<file path="config.mk">
export PLATFORM = sky130hd
export DESIGN_NAME = uart_byte_rx
export DESIGN_NICKNAME = d
export VERILOG_FILES = /design/src/rtl/uart_pkg.sv /design/src/rtl/sync_2ff.sv /design/src/rtl/uart_byte_rx.sv
export SDC_FILE = /design/constraint.sdc
export NUM_CORES = 1
export LEC_CHECK = 0
export BUFFER_PORTS_ARGS = -buffer_cell sky130_fd_sc_hd__buf_4
export CORE_UTILIZATION = 53
export CTS_BUF_LIST = sky130_fd_sc_hd__clkbuf_4 sky130_fd_sc_hd__clkbuf_8
export CTS_CLUSTER_SIZE = 40
export DETAILED_ROUTE_END_ITERATION = 6
export PLACE_DENSITY_LB_ADDON = 0.25
export SETUP_SLACK_MARGIN = 0.2
export SLEW_MARGIN = 20
export SYNTH_ARGS = -nofsm -noshare
export SYNTH_HDL_FRONTEND = slang
export SYNTH_HIERARCHICAL = 1
export SYNTH_SLANG_ARGS = --single-unit
</file>
<file path="constraint.sdc">
create_clock -name clk -period 5.2 [get_ports clk]
set_input_delay 0.78 -clock clk [delete_from_list [all_inputs] [get_ports clk]]
set_output_delay 0.78 -clock clk [all_outputs]
set_load 0.05 [all_outputs]
</file>
<file path="src/rtl/uart_pkg.sv">
// Shared UART definitions: receiver FSM states, default bit timing and frame width.
// The default bit timing is also used by the LED panel driver.
package uart_pkg;

  localparam int CLKS_PER_BIT_DEFAULT = 20;
  localparam int UART_DATA_BITS       = 8;

  typedef enum logic [2:0] {
    IDLE,
    START,
    DATA,
    STOP,
    CLEANUP,
    BREAK
  } rx_state_t;

endpackage

</file>
<file path="src/rtl/sync_2ff.sv">
// Two-flop synchroniser for one asynchronous bit. The reset value is a parameter
// so that an idle-high line does not look like a start bit while reset releases.
module sync_2ff #(
  parameter logic RESET_VAL = 1'b1
) (
  input  logic clk,
  input  logic reset,
  input  logic d,
  output logic q
);

  logic meta;

  // NOTE: sequential state uses non-blocking assignments so that both flops sample
  // their inputs from before the edge; blocking here would collapse the chain to one flop.
  always_ff @(posedge clk) begin
    if (reset) begin
      meta <= RESET_VAL;
      q    <= RESET_VAL;
    end else begin
      meta <= d;
      q    <= meta;
    end
  end

endmodule

</file>
<file path="src/rtl/uart_byte_rx.sv">
// 8N1 UART receiver: synchronises the line, rejects false starts, samples mid-bit,
// and emits one-cycle rx_dv or frame_err strobes per received frame.
module uart_byte_rx
  import uart_pkg::*;
#(
  parameter int CLKS_PER_BIT = CLKS_PER_BIT_DEFAULT,
  parameter int HALF_BIT     = CLKS_PER_BIT / 2
) (
  input  logic                      clk,
  input  logic                      reset,
  input  logic                      rx_serial,
  output logic                      rx_dv,
  output logic [UART_DATA_BITS-1:0] rx_byte,
  output logic                      frame_err,
  output logic                      busy
);

  localparam int CNT_W = $clog2(CLKS_PER_BIT);
  localparam logic [CNT_W-1:0] HALF_LAST = CNT_W'(HALF_BIT - 1);
  localparam logic [CNT_W-1:0] BIT_LAST  = CNT_W'(CLKS_PER_BIT - 1);
  localparam logic [2:0]       IDX_LAST  = 3'(UART_DATA_BITS - 1);

  logic rx_s;

  rx_state_t                 state, state_next;
  logic [CNT_W-1:0]          bit_cnt, bit_cnt_next;
  logic [2:0]                bit_idx, bit_idx_next;
  logic [UART_DATA_BITS-1:0] shreg, shreg_next;
  logic [UART_DATA_BITS-1:0] rx_byte_next;
  logic                      rx_dv_next, frame_err_next;

  sync_2ff #(.RESET_VAL(1'b1)) u_sync (
    .clk   (clk),
    .reset (reset),
    .d     (rx_serial),
    .q     (rx_s)
  );

  // NOTE: every output of this block is given a default first, so no path through
  // the case statement can leave a signal unassigned and infer a latch.
  always_comb begin
    state_next     = state;
    bit_cnt_next   = bit_cnt;
    bit_idx_next   = bit_idx;
    shreg_next     = shreg;
    rx_byte_next   = rx_byte;
    rx_dv_next     = 1'b0;
    frame_err_next = 1'b0;

    unique case (state)
      IDLE: begin
        if (!rx_s) begin
          state_next   = START;
          bit_cnt_next = '0;
        end
      end

      START: begin
        if (bit_cnt == HALF_LAST) begin
          bit_cnt_next = '0;
          bit_idx_next = '0;
          state_next   = rx_s ? IDLE : DATA;
        end else begin
          bit_cnt_next = bit_cnt + CNT_W'(1);
        end
      end

      DATA: begin
        if (bit_cnt == BIT_LAST) begin
          shreg_next[bit_idx] = rx_s;
          bit_cnt_next        = '0;
          bit_idx_next        = bit_idx + 3'd1;
          if (bit_idx == IDX_LAST) state_next = STOP;
        end else begin
          bit_cnt_next = bit_cnt + CNT_W'(1);
        end
      end

      STOP: begin
        if (bit_cnt == BIT_LAST) begin
          bit_cnt_next = '0;
          if (rx_s) begin
            rx_byte_next = shreg;
            rx_dv_next   = 1'b1;
            state_next   = CLEANUP;
          end else begin
            frame_err_next = 1'b1;
            state_next     = BREAK;
          end
        end else begin
          bit_cnt_next = bit_cnt + CNT_W'(1);
        end
      end

      // One dead cycle so the tail of the stop bit cannot re-arm the detector.
      CLEANUP: state_next = IDLE;

      // A held-low line reports one framing error, then waits for the line to recover.
      BREAK: begin
        if (rx_s) state_next = IDLE;
      end

      default: state_next = IDLE;
    endcase
  end

  always_ff @(posedge clk) begin
    if (reset) begin
      state     <= IDLE;
      bit_cnt   <= '0;
      bit_idx   <= '0;
      shreg     <= '0;
      rx_byte   <= '0;
      rx_dv     <= 1'b0;
      frame_err <= 1'b0;
      busy      <= 1'b0;
    end else begin
      state     <= state_next;
      bit_cnt   <= bit_cnt_next;
      bit_idx   <= bit_idx_next;
      shreg     <= shreg_next;
      rx_byte   <= rx_byte_next;
      rx_dv     <= rx_dv_next;
      frame_err <= frame_err_next;
      busy      <= (state_next != IDLE);
    end
  end

endmodule

</file>
==> summary.txt <==
Worst Reg-to-Reg Cells: 6
TritonCTS clock tree: done
startpoint types: flop
Total Power: 0.000424 W
RSZ-0062 raised after global routing: false
number of max-cap violations: 0
IO Port Bufs: 13
highest clock rate: 453 MHz
Final ANT Viol Nets: 0
Period Utilization, post-route: 0.425
final setup vio count: 0
Worst Hold Depth: 1
power density over the cells: 262 nW/um^2
Die X: 54.6 um
post-layout min period: 2210 ps
DR pass1 iterations: 4
routed len/inst: 13.3 um
H-tree depth: 2
total grt overflow: 0
Comb pwr share: 0.042
reg2reg end: rx_byte[7]
Final Skew: 9.38 ps
Worst EP arrival: 2440 ps
fraction of layout cells with a size suffix above 1: 0.172
post-layout util: 0.637
number of buffers created by CTS: 5
DRC Markers: 0
Avg Cell Area, Syn: 9.58 sq um
synth top area cells: dfxtp_1 44%, mux2i_1 12%, nor2_1 6.4%, ha_1 3.4%, nand4b_1 2.4%
hpwl dp: 1790 um
cell taking the most area after synthesis: dfxtp_1
area grow syn2layout: 10.6%
Seq/Total Area, Yosys: 0.437
post-synth top area share: 0.437
Hold Path Class: reg -> reg
switching power of the nets: 0.0000988 W
clock latency on the worst-skew pair: 340 ps
routability congestion estimate from global placement: 0.822
CP max stage cell: nand4_1
RR Startpoint: bit_cnt[0]
setup tns final: 0 ps
Hold Crit Endpoint: u_sync/q
crit-path max cell delay: 520 ps
top_reg_cell synth: dfxtp_1
status: finished, final reports clean
CTS resizes: 0
post-placement cell area: 1560 sq um
net count after synthesis: 160
leakage: 0.720 nW
worst-path fanout max: 15
vias in the first global route: 986
Starting Density: 0.576
global-route usage over all layers: 0.206
Sw Ratio: 0.233
most frequent cell after synthesis: dfxtp_1
slew margin rel.: 0.528
Placeable Area: 2540 sq um
clock power share: 0.366
# IOs: 14
fillers: 220
Final Hold Vio Count: 0
diodes inserted: 0
Die Y: 54.6 um
routed vias: 1093
number of synthesized flops with an enable pin: 0
min-delay src: u_sync/meta
fin. max-slew vios: 0
CP Cell Sequence: ha_1 -> nor4bb_2 -> buf_4 -> nand4_1 -> mux2i_1 -> nor2_1
register bit count reported by yosys: 32
largest net degree at the start of global routing: 28
first-pass GRT wire length: 4170 um
clock tree root driver cell: clkbuf_4
Synth Instances: 153
critical path buffer and inverter count: 1
nature of the critical path endpoint: flop
Top delay family on crit path: simple AND/OR/NAND/NOR gates
clock sinks: 32
yosys warns: 6
cell-internal power: 0.000326 W
FF-to-FF setup slack: 2990 ps
sequential share of power: 0.592
Worst-path clk slew: 100 ps
Synth top cells by count: 32 x dfxtp_1, 25 x nor2_1, 17 x mux2i_1
Distinct cells, synth: 38
total wire length: 2570 um
CTS Buffer Depth: 2
Mapped Area: 1470 sq um
worst vdd ir: 241 uV
# rows: 18
DR vias/cell: 5.66
critical path required time: 5430 ps
final hold slack: 422 ps
antenna violations before repair: 0
Tightest Pin Transition: 705 ps
Final nets: 169
initial detailed-routing violation count: 18
fin area: 1620 sq um
total die area: 2980 sq um
WS Path Type: reg -> reg
Post-synth ARST share: 0
Hold-fix buffers, CTS: 0
post-CTS setup buffers: 0
==> layout by cell type (no fill, tap or decap), drive strengths merged, types with 4 or more instances in the layout <==
| cell type | count |
|---|---|
| nand4 | 5 |
| nor2 | 25 |
| clkbuf | 7 |
| nor2b | 4 |
| dfxtp | 32 |
| nand4b | 4 |
| a21oi | 6 |
| nor3b | 4 |
| ha | 4 |
| buf | 14 |
| nand2 | 5 |
| mux2i | 17 |
==> how the worst max path moves through the flow <==
stage                     startpoint    endpoint  cells past startpoint
after floorplan           bit_cnt[0]        busy                      6
after global placement    bit_cnt[0]  rx_byte[0]                      6
after detailed placement  bit_cnt[0]  rx_byte[7]                      6
after CTS                 bit_cnt[0]  rx_byte[7]                      6
after global routing      bit_cnt[0]  rx_byte[7]                      6
final                     bit_cnt[0]  rx_byte[7]                      6
==> registers in the layout, indices dropped and copies added, names as in the netlist <==
register     cells
rx_dv            1
shreg            8
bit_idx          3
u_sync/meta      1
busy             1
u_sync/q         1
bit_cnt          5
rx_byte          8
frame_err        1
state            3
==> per-layer routing <==
metal  share of wire  global-route usage
met5               0                   0
met2            0.49               0.333
met3           0.049              0.0861
met1            0.45               0.234
met4           0.015              0.0940
==> power groups by stage <==
stage	combinational [W]	sequential, W	clock (W)
2_1_floorplan	0.0000145	0.000256	0
3_3_place_gp	0.0000172	0.000257	0
3_5_place_dp	0.0000180	0.000257	0
4_1_cts	0.0000181	0.000251	0.000158
5_1_grt	0.0000200	0.000252	0.000170
6_report	0.0000180	0.000251	0.000155
==> layout make-up <==
cell class	count	area (sq um)	area share
clock buffer	7	58.8	0.0363
clock inverter	1	7.51	0.00463
inverter	2	7.51	0.00463
multi-input combinational	107	764	0.471
sequential	32	641	0.395
tap	30	37.5	0.0231
timing repair buffer	14	105	0.0648
==> cells by family after synthesis <==
| group | count (synthesis) | synth area share |
|---|---|---|
| flops | 32 | 0.437 |
| fa+ha+maj | 4 | 0.0341 |
| mux | 18 | 0.124 |
| compound gates | 16 | 0.0845 |
| buf+inv | 14 | 0.0461 |
| simple gates | 65 | 0.251 |
| xor+xnor | 4 | 0.0239 |
==> through the flow <==
stage / setup slack, ps / cells
global route: 2780 / 193
CTS: 3020 / 193
detailed placement: 3030 / 185
global placement: 3120 / 185
finish: 2990 / 193
floorplan: 3520 / 153
Power figures use the tool's default switching activity.
